==> src/rtl/sram_ctrl.sv <==
// Initiator-side controller for the on-chip sram: one request at a time, strobe, wait, respond.
// Optional address range check enabled by defining SRAM_CTRL_ADDR_CHECK_EN.
module sram_ctrl #(
  parameter int ADDRESS = 20,
  parameter int DATA    = 8,
  parameter int DEPTH   = 20,
  parameter int WAIT    = 1
) (
  input  logic               clk,
  input  logic               rst_n,
  input  logic               req_valid,
  output logic               req_ready,
  input  logic               req_write,
  input  logic [ADDRESS-1:0] req_addr,
  input  logic [DATA-1:0]    req_wdata,
  output logic               rsp_valid,
  input  logic               rsp_ready,
  output logic [DATA-1:0]    rsp_rdata,
  output logic               rsp_err,
  output logic               sram_cs,
  output logic               sram_read,
  output logic               sram_write,
  output logic [ADDRESS-1:0] sram_addr,
  output logic [DATA-1:0]    sram_wdata,
  input  logic [DATA-1:0]    sram_rdata
);

`ifdef SRAM_CTRL_ADDR_CHECK_EN
  localparam bit ADDR_CHECK = 1'b1;
`else
  localparam bit ADDR_CHECK = 1'b0;
`endif

  typedef enum logic [1:0] {S_IDLE, S_STROBE, S_WAIT, S_RESP} state_t;

  state_t             state_q, state_d;
  logic               op_q, op_d;
  logic [ADDRESS-1:0] addr_q, addr_d;
  logic [DATA-1:0]    wdata_q, wdata_d;
  logic [DATA-1:0]    rdata_q, rdata_d;
  logic [3:0]         cnt_q, cnt_d;
  logic               cs_q, cs_d;
  logic               rd_q, rd_d;
  logic               wr_q, wr_d;
  logic               rv_q, rv_d;
  logic               rr_q, rr_d;
  logic               err_q, err_d;
  logic               addr_bad;

  assign addr_bad = ADDR_CHECK && (req_addr >= ADDRESS'(DEPTH));

  // All pin-facing outputs are registered, so strobe/ready decisions are made one edge early.
  always_comb begin
    state_d = state_q;
    op_d    = op_q;
    addr_d  = addr_q;
    wdata_d = wdata_q;
    rdata_d = rdata_q;
    cnt_d   = cnt_q;
    rv_d    = rv_q;
    err_d   = err_q;
    cs_d    = 1'b0;
    rd_d    = 1'b0;
    wr_d    = 1'b0;
    rr_d    = 1'b0;
    case (state_q)
      S_IDLE: begin
        rr_d = 1'b1;
        if (req_valid && rr_q) begin
          rr_d = 1'b0;
          if (addr_bad) begin
            state_d = S_RESP;
            rv_d    = 1'b1;
            err_d   = 1'b1;
            rdata_d = '0;
          end else begin
            state_d = S_STROBE;
            op_d    = req_write;
            addr_d  = req_addr;
            wdata_d = req_wdata;
            err_d   = 1'b0;
            cs_d    = 1'b1;
            wr_d    = req_write;
            rd_d    = !req_write;
          end
        end
      end
      S_STROBE: begin
        state_d = S_WAIT;
        cnt_d   = 4'(WAIT);
      end
      S_WAIT: begin
        if (cnt_q == 4'd1) begin
          state_d = S_RESP;
          cnt_d   = '0;
          rv_d    = 1'b1;
          rdata_d = op_q ? '0 : sram_rdata;
        end else begin
          cnt_d = cnt_q - 4'd1;
        end
      end
      S_RESP: begin
        if (rsp_ready) begin
          state_d = S_IDLE;
          rv_d    = 1'b0;
          rr_d    = 1'b1;
        end
      end
      default: state_d = S_IDLE;
    endcase
  end

  always_ff @(posedge clk) begin
    if (!rst_n) begin
      state_q <= S_IDLE;
      op_q    <= 1'b0;
      addr_q  <= '0;
      wdata_q <= '0;
      rdata_q <= '0;
      cnt_q   <= '0;
      cs_q    <= 1'b0;
      rd_q    <= 1'b0;
      wr_q    <= 1'b0;
      rv_q    <= 1'b0;
      rr_q    <= 1'b0;
      err_q   <= 1'b0;
    end else begin
      state_q <= state_d;
      op_q    <= op_d;
      addr_q  <= addr_d;
      wdata_q <= wdata_d;
      rdata_q <= rdata_d;
      cnt_q   <= cnt_d;
      cs_q    <= cs_d;
      rd_q    <= rd_d;
      wr_q    <= wr_d;
      rv_q    <= rv_d;
      rr_q    <= rr_d;
      err_q   <= err_d;
    end
  end

  assign req_ready  = rr_q;
  assign rsp_valid  = rv_q;
  assign rsp_rdata  = rdata_q;
  assign rsp_err    = err_q;
  assign sram_cs    = cs_q;
  assign sram_read  = rd_q;
  assign sram_write = wr_q;
  assign sram_addr  = addr_q;
  assign sram_wdata = wdata_q;

endmodule

==> config.mk <==
export PLATFORM = sky130hd
export DESIGN_NAME = sram_ctrl
export DESIGN_NICKNAME = d
export VERILOG_FILES = /design/src/rtl/sram_ctrl.sv
export SDC_FILE = /design/constraint.sdc
export NUM_CORES = 1
export LEC_CHECK = 0
export ABC_AREA = 1
export BUFFER_PORTS_ARGS = -buffer_cell sky130_fd_sc_hd__buf_2
export CORE_ASPECT_RATIO = 0.7
export CORE_MARGIN = 4
export CORE_UTILIZATION = 47
export CTS_BUF_LIST = sky130_fd_sc_hd__clkbuf_16
export CTS_CLUSTER_SIZE = 40
export DETAILED_ROUTE_END_ITERATION = 16
export GPL_TIMING_DRIVEN = 0
export HOLD_SLACK_MARGIN = 0.1
export PLACE_DENSITY_LB_ADDON = 0.15
export SETUP_SLACK_MARGIN = 0.2
export SLEW_MARGIN = 40
export SYNTH_ARGS = -nofsm -noshare
export SYNTH_HDL_FRONTEND = slang
export SYNTH_SLANG_ARGS = --single-unit
==> constraint.sdc <==
create_clock -name clk -period 1.65 [get_ports clk]
set_input_delay 0.165 -clock clk [delete_from_list [all_inputs] [get_ports clk]]
set_output_delay 0.165 -clock clk [all_outputs]
set_load 0.005 [all_outputs]
==> qor.txt <==
Worst-Skew Late Latency: 290 ps
leakage power: 1.25 nW
Ant. Diodes: 0
I/O pin total: 83
GP Congestion: 0.808
number of fillers in the final layout: 368
htree depth: 2
Max Cap Violations: 0
Layout Skew: 4.18 ps
die area: 5320 sq um
Worst R2R Start: state_q[0]
final net count: 388
Worst EP required: 1870 ps
crit path max-delay cell type: dfxtp_1
worst slew pin tran: 501 ps
crit path time final: 1340 ps
Post-Syn Instances: 254
Cell Area, Synth: 1970 sq um
NetSw: 1.13 mW
Detail Placement HPWL: 3270 microns
sequential power share: 39.4%
r2r endpoint: sram_addr[10]
design area: 2630 sq um
Final setup viols: 0
sequential area share after synthesis: 48.7%
WS Path Type: flip-flop to flip-flop
crit path to: sram_addr[10]
clk root buf: clkbuf_16
setup TNS: 0 ps
Comb pwr share: 29.2%
drt drc: 0
Area after DPL: 2440 sq um
VDD IR max: 770 uV
first-pass iteration count of the detailed router: 4
grt total ovfl: 0
clock sink total: 48
Critical Path End Type: flip-flop
Yosys top cell by area: dfxtp_1
status: completed
Clock transition at path regs: 60 ps
Via Count: 1,833
register bit total from synthesis: 48
Distinct cells, synth: 25
crit path from: state_q[0]
FFs w/ async S/R, synth: 0%
total chip power: 3.60 mW
part of the cycle the worst path needs: 81.2%
post-synthesis compound-gate area fraction: 13.8%
vias per inst: 4.64
RSZ-0062 raised after global routing: false
Clk pwr share: 31.4%
Rows: 19
Die W: 85.5 microns
Post-Synth Simple-Gate Area: 25.5%
Slew HR: 66.6%
number of synthesized flops with an enable pin: 0
Starting Density: 49.4%
fmax: 0.746 GHz
switching part of the total: 31.5%
largest net degree at the start of global routing: 16
Final ANT Viol Nets: 0
WP data arrival: 1560 ps
wire per inst: 11.2 microns
synth warn: 0
final WL: 4410 microns
Num CTS Buffers: 5
Synth area leaders: dfxtp_1 (49%), nand2_1 (15%), a21oi_1 (8.4%)
CP max stage delay: 330 ps
Worst path depth: 7
most common flop cell mapped by yosys: dfxtp_1
GR Util All Layers: 16.9%
r2r worst-path depth: 7
CP Launch Type: flip-flop
first-pass GRT wire length: 7410 microns
commonest cells in the netlist: nand2_1 (81), dfxtp_1 (48), a21oi_1 (33)
synthesized area per cell: 7.77 sq um
initial antenna violation count: 0
area of the multi-input gates: 842 sq um
post-synth top area share: 48.7%
Buf+Inv Stages, Crit Path: 3
mux cell area share after synthesis: 0%
via count of the first global-routing pass: 1,691
Adder-Cell Fraction of Synth Area: 3.17%
Slew Limit Fails: 0
initial DRC count: 53
post-layout util: 65.8%
final hold vios: 0
largest family of logic cells by synthesized area: simple AND/OR/NAND/NOR gates
PortBufs: 80
worst hold path type: primary input to flip-flop
fraction of layout cells with a size suffix above 1: 36.4%
syn_nets: 300
cell internal pwr: 2.47 mW
most common cell in the netlist: nand2_1
critical-path maximum fanout: 10
Power Dens Cells: 1370 nW/um^2
CTS tree: done
DIE HEIGHT: 62.2 microns
Seq. cell area: 962 sq um
area grow syn2layout: 33.0%
R2R Setup Slk: 310 ps
CP delay by family, top: buffers and inverters
Core Area: 3990 sq um
CP cell instances: inv_1 -> ha_1 -> nand3_2 -> buf_4 -> buf_6 -> nand2_1 -> a21oi_2
clock tree buffer depth: 2
cell count of the worst hold path: 3
Synth Area in XOR/XNOR: 0%
[flip-flops by register name, summed over array words and instances (netlist names)]
| signal | flops |
|---|---|
| sram_read | 1 |
| op_q | 1 |
| sram_wdata | 8 |
| cnt_q | 4 |
| sram_cs | 1 |
| sram_addr | 20 |
| rsp_rdata | 8 |
| req_ready | 1 |
| rsp_valid | 1 |
| sram_write | 1 |
| state_q | 2 |
[metrics by stage]
| step | hold WS (ps) | std cells | setup WS [ps] |
|---|---|---|---|
| finish | 117 | 395 | 310 |
| global route | 121 | 395 | 208 |
| CTS | 113 | 395 | 205 |
| detailed placement | 342 | 386 | 187 |
| global placement | 350 | 386 | 213 |
| floorplan | 237 | 254 | 399 |
[what timing repair did]
action,4_1_cts,5_1_grt
hold endpoints to repair,1,0
gates cloned,0,0
buffers inserted,0,0
hold buffers,1,0
endpoints found under the setup margin,9,22
gates resized for setup,1,4
[routing by layer]
metal  GRT usage (%)  share of wire, %  vias to the layer above
met1            22.3                47                      801
met4            4.74               1.2                        0
li1                -                 -                      968
met5               0                 0                        -
met2            25.6                43                       57
met3            6.61               9.7                        7
[cells in the final DEF (no fill, tap or decap), drive strengths merged]
cell type	n
bufinv	1
clkinvlp	1
nand2	91
inv	21
o21ai	2
dlygate4sd3	1
o32ai	1
conb	1
clkinv	2
dfxtp	48
a21oi	43
nand3	7
nor3	1
clkbuf	7
nand4	1
ha	5
nor2	19
buf	91
[area by class of cell]
| type | count | share of cell area (%) |
|---|---|---|
| Multi-Input combinational cell | 171 | 32.1 |
| Tap cell | 52 | 2.48 |
| Buffer | 13 | 3.62 |
| Clock inverter | 3 | 1.62 |
| Timing Repair Buffer | 81 | 15.6 |
| Sequential cell | 48 | 36.6 |
| Inverter | 22 | 3.19 |
| Clock buffer | 5 | 4.76 |
[power by group through the flow]
| stage | logic (mW) | clock network (mW) | registers [mW] |
|---|---|---|---|
| floorplan | 0.731 | 0 | 1.44 |
| global placement | 1.03 | 0 | 1.44 |
| detailed placement | 1.04 | 0 | 1.44 |
| CTS | 1.05 | 1.16 | 1.41 |
| global route | 1.21 | 1.20 | 1.44 |
| finish | 1.05 | 1.13 | 1.42 |
[worst register-to-register path, stage by stage (launching register included)]
cell	delay, ps
dfxtp_1	330
inv_1	70
ha_1	230
nand3_2	100
buf_4	180
buf_6	150
nand2_1	80
a21oi_2	130
[worst min-delay path by stage]
stage | start | end | slack [ps]
6_report | req_wdata[0] | sram_wdata[0] | 120
5_1_grt | req_addr[11] | sram_addr[11] | 120
4_1_cts | req_wdata[4] | sram_wdata[4] | 110
3_5_place_dp | req_write | sram_read | 340
3_3_place_gp | req_write | sram_read | 350
2_1_floorplan | req_write | sram_read | 240
[cell families (layout without fill, tap and decap cells)]
| logic type | Yosys count | in the layout |
|---|---|---|
| and+or+nand+nor | 119 | 119 |
| DFF | 48 | 48 |
| AOI/OAI and AO/OA | 46 | 46 |
| buffers and inverters | 35 | 124 |
| adders and majority gates | 5 | 5 |
| other | 1 | 1 |
(Power assumes the default switching activity.)
